**config.mk**
```make
export PLATFORM = sky130hd
export DESIGN_NAME = dma_read_buffer
export DESIGN_NICKNAME = d
export VERILOG_FILES = /design/src/rtl/dma_read_buffer.sv
export SDC_FILE = /design/constraint.sdc
export NUM_CORES = 2
export LEC_CHECK = 0
export ABC_AREA = 1
export CORE_MARGIN = 2
export CORE_UTILIZATION = 30
export CTS_CLUSTER_SIZE = 24
export DETAILED_ROUTE_END_ITERATION = 10
export GPL_TIMING_DRIVEN = 0
export PLACE_DENSITY = 0.4
export SKIP_LAST_GASP = 1
export SLEW_MARGIN = 5
export SYNTH_ARGS = -nofsm -noshare
export SYNTH_HDL_FRONTEND = slang
export SYNTH_SLANG_ARGS = --single-unit
```
**constraint.sdc**
```tcl
create_clock -name clk -period 7.6 [get_ports clk]
set_input_delay 1.52 -clock clk [delete_from_list [all_inputs] [get_ports clk]]
set_output_delay 1.52 -clock clk [all_outputs]
set_load 0.05 [all_outputs]
```
**src/rtl/dma_read_buffer.sv**
```systemverilog
// Read-path buffer behind dma_transfer: reserves FIFO space per read, captures every
// data_out word and re-exports it as a show-ahead valid/ready stream.
module dma_read_buffer #(
   parameter int unsigned DATA_W      = 32,
   parameter int unsigned FIFO_ADDR_W = 6,
   parameter int unsigned LEN_W       = 12
) (
   input  logic                   clk,
   input  logic                   rst,
   input  logic                   clear,
   input  logic [LEN_W-1:0]       req_length,
   input  logic                   req_valid,
   output logic                   req_ready,
   input  logic                   dma_ready,
   output logic                   dma_start,
   input  logic [DATA_W-1:0]      in_data,
   input  logic                   in_valid,
   output logic [DATA_W-1:0]      out_data,
   output logic                   out_valid,
   input  logic                   out_ready,
   output logic [FIFO_ADDR_W:0]   level,
   output logic                   overflow
);

   localparam int unsigned          DEPTH     = 2 ** FIFO_ADDR_W;
   localparam logic [FIFO_ADDR_W:0] DEPTH_LVL = (FIFO_ADDR_W + 1)'(DEPTH);
   localparam logic [LEN_W:0]       DEPTH_LEN = (LEN_W + 1)'(DEPTH);

   typedef enum logic [1:0] {StIdle, StWaitBusy, StWaitDone} state_e;

   state_e                 state_q, state_d;
   logic [FIFO_ADDR_W-1:0] wptr_q, rptr_q;
   logic [FIFO_ADDR_W:0]   level_q, level_d;
   logic [FIFO_ADDR_W:0]   resv_q, resv_d;
   logic                   overflow_q, overflow_d;
   logic [DATA_W-1:0]      mem [DEPTH];

   logic [LEN_W:0] need, used, free;
   logic           push, pop;

   // The extra word covers the trailing word burst_align may emit.
   assign need = (({1'b0, req_length} + (LEN_W + 1)'(3)) >> 2) + (LEN_W + 1)'(1);
   assign used = (LEN_W + 1)'(level_q) + (LEN_W + 1)'(resv_q);
   assign free = (used >= DEPTH_LEN) ? '0 : DEPTH_LEN - used;

   assign req_ready = (state_q == StIdle) & dma_ready & ~clear & (need <= free);
   assign dma_start = req_valid & req_ready & (req_length != '0);

   assign out_valid = (level_q != '0);
   assign out_data  = mem[rptr_q];
   assign level     = level_q;
   assign overflow  = overflow_q;

   assign pop  = out_valid & out_ready & ~clear;
   assign push = in_valid & ~clear & ((level_q < DEPTH_LVL) | pop);

   always_comb begin
      state_d    = state_q;
      resv_d     = resv_q;
      level_d    = level_q;
      overflow_d = overflow_q;

      unique case (state_q)
         StIdle:     if (dma_start) state_d = StWaitBusy;
         StWaitBusy: if (!dma_ready) state_d = StWaitDone;
         StWaitDone: if (dma_ready) state_d = StIdle;
         default:    state_d = StIdle;
      endcase

      // FSM-driven reservation changes win over the per-push decrement.
      if (dma_start) begin
         resv_d = resv_q + need[FIFO_ADDR_W:0];
      end else if (state_q == StWaitDone && dma_ready) begin
         resv_d = '0;
      end else if (push && resv_q != '0) begin
         resv_d = resv_q - 1'b1;
      end

      if (push && !pop) begin
         level_d = level_q + 1'b1;
      end else if (pop && !push) begin
         level_d = level_q - 1'b1;
      end

      if (in_valid && !clear && !push) overflow_d = 1'b1;

      if (clear) begin
         resv_d     = '0;
         level_d    = '0;
         overflow_d = 1'b0;
      end
   end

   always_ff @(posedge clk or posedge rst) begin
      if (rst) begin
         state_q    <= StIdle;
         resv_q     <= '0;
         level_q    <= '0;
         overflow_q <= 1'b0;
         wptr_q     <= '0;
         rptr_q     <= '0;
      end else begin
         state_q    <= state_d;
         resv_q     <= resv_d;
         level_q    <= level_d;
         overflow_q <= overflow_d;
         if (clear) begin
            wptr_q <= '0;
            rptr_q <= '0;
         end else begin
            if (push) wptr_q <= wptr_q + 1'b1;
            if (pop) rptr_q <= rptr_q + 1'b1;
         end
      end
   end

   // Storage carries no reset; only words below level are ever observed.
   always_ff @(posedge clk) begin
      if (push) mem[wptr_q] <= in_data;
   end

endmodule
```
# [After elaboration in Yosys (flattened, before gate mapping)]
# Memory sizes are Yosys's and may differ from the RTL's.
# Index checks and enable logic that the tools add are counted.
[totals] mem_bits_rw=2048 n_memories=1 elab_cells=75 register_bits=29 output_inout_bits=43
[classes] muxes=20 order_cmp=3 n_addsub=10 n_bitwise=11 eq_ne=5 reduce_logical=19
[mem_list] name="mem" depth=64 width=32 rd=1 rd_ports_with_merged_regs=0 write_ports=1 line="36" source="logic [DATA_W-1:0] mem [DEPTH];"
[ops] operator="$mux 7" count=7
[ops] operator="$mux 6" count=4
[ops] operator="$reduce_bool 7->1" count=2
[ops] operator="$sub 7x1->7 const B" count=2
[ops] operator="$add 12x2->13 const B" count=1
[ops] operator="$le 12x13->1" count=1
[ops] operator="$mux 13" count=1
[ops] operator="$add 11x1->12 const B" count=1
[ops] operator="$add 6x1->6 const B" count=2
[ops] operator="$reduce_bool 12->1" count=1
[ops] operator="$and 1x1->1" count=9
[ops] operator="$sub 7x8->9 const A" count=1
[ops] operator="$add 7x7->8" count=1
[ops] operator="$ge 8x7->1 const B" count=1
[ops] operator="$add 7x1->7 const B" count=1
[ops] operator="$add 7x7->7" count=1
[ops] operator="$lt 7x7->1 const B" count=1
[ops] operator="$logic_and 1x1->1" count=6
[ops] operator="$mux 2" count=3
[ops] operator="$ne 2x2->1 const B" count=3
[ops] operator="$pmux 2 s3" count=1
[ops] operator="$reduce_bool 2->1" count=3
[ops] operator="$mux 1" count=4
[ops] operator="$reduce_bool 4->1" count=1
[ops] operator="8 further kinds" count=10

# [Depth between registers and ports, before layout]
[depth] word_depth=10 mapped_depth=28 ltp_nobuf=27

# [Worst setup path before layout]
# No wires, ideal clock.
[synth_path] path_kind="input port to output port" from="input port req_length[0]" to="output port dma_start" path_slack_ps=1833 arrival_ps=4247 required_time_ps=6080 cell_stages=20 path_cell_list="nor2_1 > nor2_1 > nor2_1 > nand3_1 > nor3_1 > nand2_1 > nor2_1 > nand4_1 > xor2_1 > ha_1 > nand2_1 > inv_1 > nand2_1 > a21oi_1 > a211oi_1 > nand2_1 > nand2_4 > nand3_4 > buf_8 > inv_1"
[synth_between] elab_chain_len=6
[synth_rtl] element="start, declared" line="11" source="input logic [LEN_W-1:0] req_length,"
[synth_rtl] element="$add 12x2->13" line="42" source="assign need = (({1'b0, req_length} + (LEN_W + 1)'(3)) >> 2) + (LEN_W + 1)'(1);"
[synth_rtl] element="$add 11x1->12" line="42"
[synth_rtl] element="$le 12x13->1" line="46" source="assign req_ready = (state_q == StIdle) & dma_ready & ~clear & (need <= free);"
[synth_rtl] element="$and 1x1->1" line="46"
[synth_rtl] element="$and 1x1->1" line="47" source="assign dma_start = req_valid & req_ready & (req_length != '0);"
[synth_rtl] element="$and 1x1->1 *" line="47"
[synth_rtl] element="end, declared" line="15" source="output logic dma_start,"
# Every way passes the cells marked *; elsewhere a longest branch is shown, timed or not.

# [Final worst setup path]
[layout_path] from="register rptr_q[1]" to="output port out_data[5]"
[layout_between] elab_chain_len=1
[layout_rtl] element="start, declared" line="32" source="logic [FIFO_ADDR_W-1:0] wptr_q, rptr_q;"
[layout_rtl] element="start signal, assigned" line="112" source="if (pop) rptr_q <= rptr_q + 1'b1;"
[layout_rtl] element="$mem_v2 64x32"
[layout_rtl] element="end, declared" line="18" source="output logic [DATA_W-1:0] out_data,"
# No other way between the ends.

==> metrics <==
Data arrival, critical path 6.26 ns; total core area 276000 um2; CP endpoint kind output port; Post CTS Setup Buffer Count 0; TritonCTS clock tree built; post-DP HPWL 289 mm; most frequent cells after synthesis edfxtp_1, nor2_1, o21ai_0; Min Hold Slack 0.501 ns; Net Switching 10700 uW; Initial Util around 30%; Fmax between 100 and 150 MHz; max-slew violation count 0; FP Rows 193; Reg clk slew, reported paths 0.06 ns; worst-margin pin slew 1.46 ns; Power per Cell Area 314 nW/um2; endpoints failing setup 11; WS Path Type reg2out; Critical Path RT 6.08 ns; fin nets 7059; vias per inst between 5 and 6; DR iter-0 viols 9600; Top-Level Pins 94; die area 281000 um2; met1 Use GR between 30% and 40%; Die Span X 531 um; DR WL/cell roughly 37 um; antenna-violating nets left 0; unique cell type count in the Yosys netlist between 50 and 60; crit-path max FO 10; Critical Path Source Type flop; YS warnings 0; HP Class reg2reg; Post-Route WL between 400 and 500 mm; Vert. Die Dim 531 um; Yosys reg bits 2077; placed cells 10437; Root Driver clkbuf_16; worst reg2reg endpoint resv_q[3]; Slew headroom under 10%; M3 GR Usage between 4 and 5%; area share of the largest cell type after synthesis 73.9%; Post-route DRC 0; Clk network pwr share 35.1%; Final Hold Viols 0; Reg power frac between 40% and 50%; Layout Skew 0.108 ns; maximum vdd drop 0.209 mV; # resized after CTS 40; minimum clock period between 7 and 8 ns; Seq/Total Area, Yosys 74.8%; Combinational Power Share 24.4%; outcome finished with violations; MaxCap Viol Count 0; placer congestion estimate 0.968; vias in the first global route 55885; via count of the routed design 61235; origin of the critical flop-to-flop path level[0]; Total GRT Usage 28.0%; ranking of synthesized cells by area edfxtp_1, o21ai_0, nor2_1; worst setup margin -0.178 ns; synthesized area per cell 12.9 um2; reg2reg path depth 24; Clock Sinks 2077; leak pwr 0.0323 uW; GR peak layer met2; Mapped Area 83200 um2; port bufs 92; grt ovf 0; later-pin clock latency in the skew report 0.95 ns; Sw Share 34.2%; RSZ-0062 raised after global routing no; initial antenna violation count between 40 and 50; Worst Hold Launch overflow; final period utilization 102%; met2 Use GR 43.3%; hold depth 2; total CTS buffers between 200 and 250; WHS Endpoint overflow; internal power slightly above 20000 uW; cell count after synthesis 6466; Area Growth Syn to Fin 20.4%; hold buffers post-CTS 0; drt first pass iters 5; layout cells sized above 1 11.3%; largest area contributor in the netlist edfxtp_1; post-synthesis async set-or-reset flop share under 10%; htree depth 4; largest net degree at the start of global routing 65; top-count cell post-synth edfxtp_1; first-pass GRT wire length 528 mm; failing checks setup timing; Longest Clk Path Bufs 4; Setup TNS Final -0.890 ns; Reg2Reg Setup Slack around 3.5 ns; ys flop type edfxtp_1; Post-synth EDFFs ~2000; Non-Filler Instances approximately 11000
==> registers in the layout (all words and copies together) (netlist names) <==
name / count
level: 7
mem: 2048
overflow: 1
resv_q: 7
rptr_q: 6
state_q: 2
wptr_q: 6
==> worst max path at each step <==
stage | start | to | cells after the start
finish | rptr_q[1] | out_data[5] | 11
global route | rptr_q[1] | out_data[31] | 10
CTS | rptr_q[1] | out_data[1] | 11
detailed placement | rptr_q[2] | out_data[1] | 9
global placement | in_valid | mem[15][27] | 9
floorplan | req_length[0] | dma_start | 20
==> per-stage QoR <==
stage	power, uW	setup WS, ns	utilization (%)	area [um2]
after floorplan	16700	1.83	-	83200
after global placement	20400	-3.61	32.1	88700
after detailed placement	20400	-0.0586	33.6	92800
after CTS	31300	-0.0954	36.2	100000
after global routing	32200	0.0186	36.2	100000
final	31400	-0.178	36.3	100000
==> worst max-delay path, stage by stage, from the launching register on <==
cell and delay (ns):
dfrtp_1 0.38, buf_2 0.36, inv_4 0.44, buf_4 0.42, clkbuf_1 0.50, o21ai_0 0.19
o22ai_1 0.38, nor2_1 0.17, o22ai_1 0.40, o21ai_1 0.31, o22ai_1 0.83, clkdlybuf4s50_1 0.96
==> logic make-up (layout without fill, tap and decap cells) <==
group,after synthesis,in the layout,share of synthesized area (%)
simple gates,1759,1759,8.33
flops,2077,2077,74.8
xor+xnor,18,18,0.190
buf+inv,541,1220,2.77
other cells,2,15,0.00903
fa+ha+maj,40,40,0.629
compound gates,2029,2029,13.3
==> power groups by stage <==
stage / sequential [uW] / clock (uW) / combinational, uW
global placement: 13000 / 0 / 7380
detailed placement: 13000 / 0 / 7450
global route: 12700 / 11500 / 7950
finish: 12700 / 11000 / 7670
floorplan: 13000 / 0 / 3680
CTS: 12700 / 11100 / 7500
==> per-layer routing <==
metal | vias up | routed length (um) | part of all wire, %
met4 | 4 | 20800 | 5.2
met1 | 31915 | 168000 | 42
met2 | 3507 | 180000 | 45
li1 | 25153 | - | -
met5 | - | 31 | 0.0077
met3 | 656 | 35600 | 8.8
==> cell type report <==
type	count	area, um2
clock inverters	124	1050
clock buffers	290	6110
plain buffers	449	1980
inverters	92	355
multi-input cells	3849	19300
well taps	3705	4640
diodes	12	30.0
flip-flops and latches	2077	62200
fillers	26982	176000
repair buffers	265	4470
==> placed cells by master, fill, tap and decap left out, types with 16 or more instances in the layout <==
cell	Yosys	routed
a21oi_1	68	68
buf_12	0	109
buf_16	0	46
buf_2	141	139
buf_4	10	51
bufinv_16	0	16
clkbuf_1	279	319
clkbuf_16	0	236
clkdlybuf4s50_1	0	57
clkinv_1	2	62
clkinv_2	0	31
dfrtp_1	29	28
edfxtp_1	2048	2048
ha_1	37	37
inv_1	83	82
nand2_1	256	256
nand3_1	71	71
nor2_1	1358	1297
nor2_4	1	62
nor3_1	24	21
o21ai_0	1172	1172
o21ai_1	121	121
o22ai_1	634	610
o22ai_2	0	24
(Power assumes the default switching activity.)
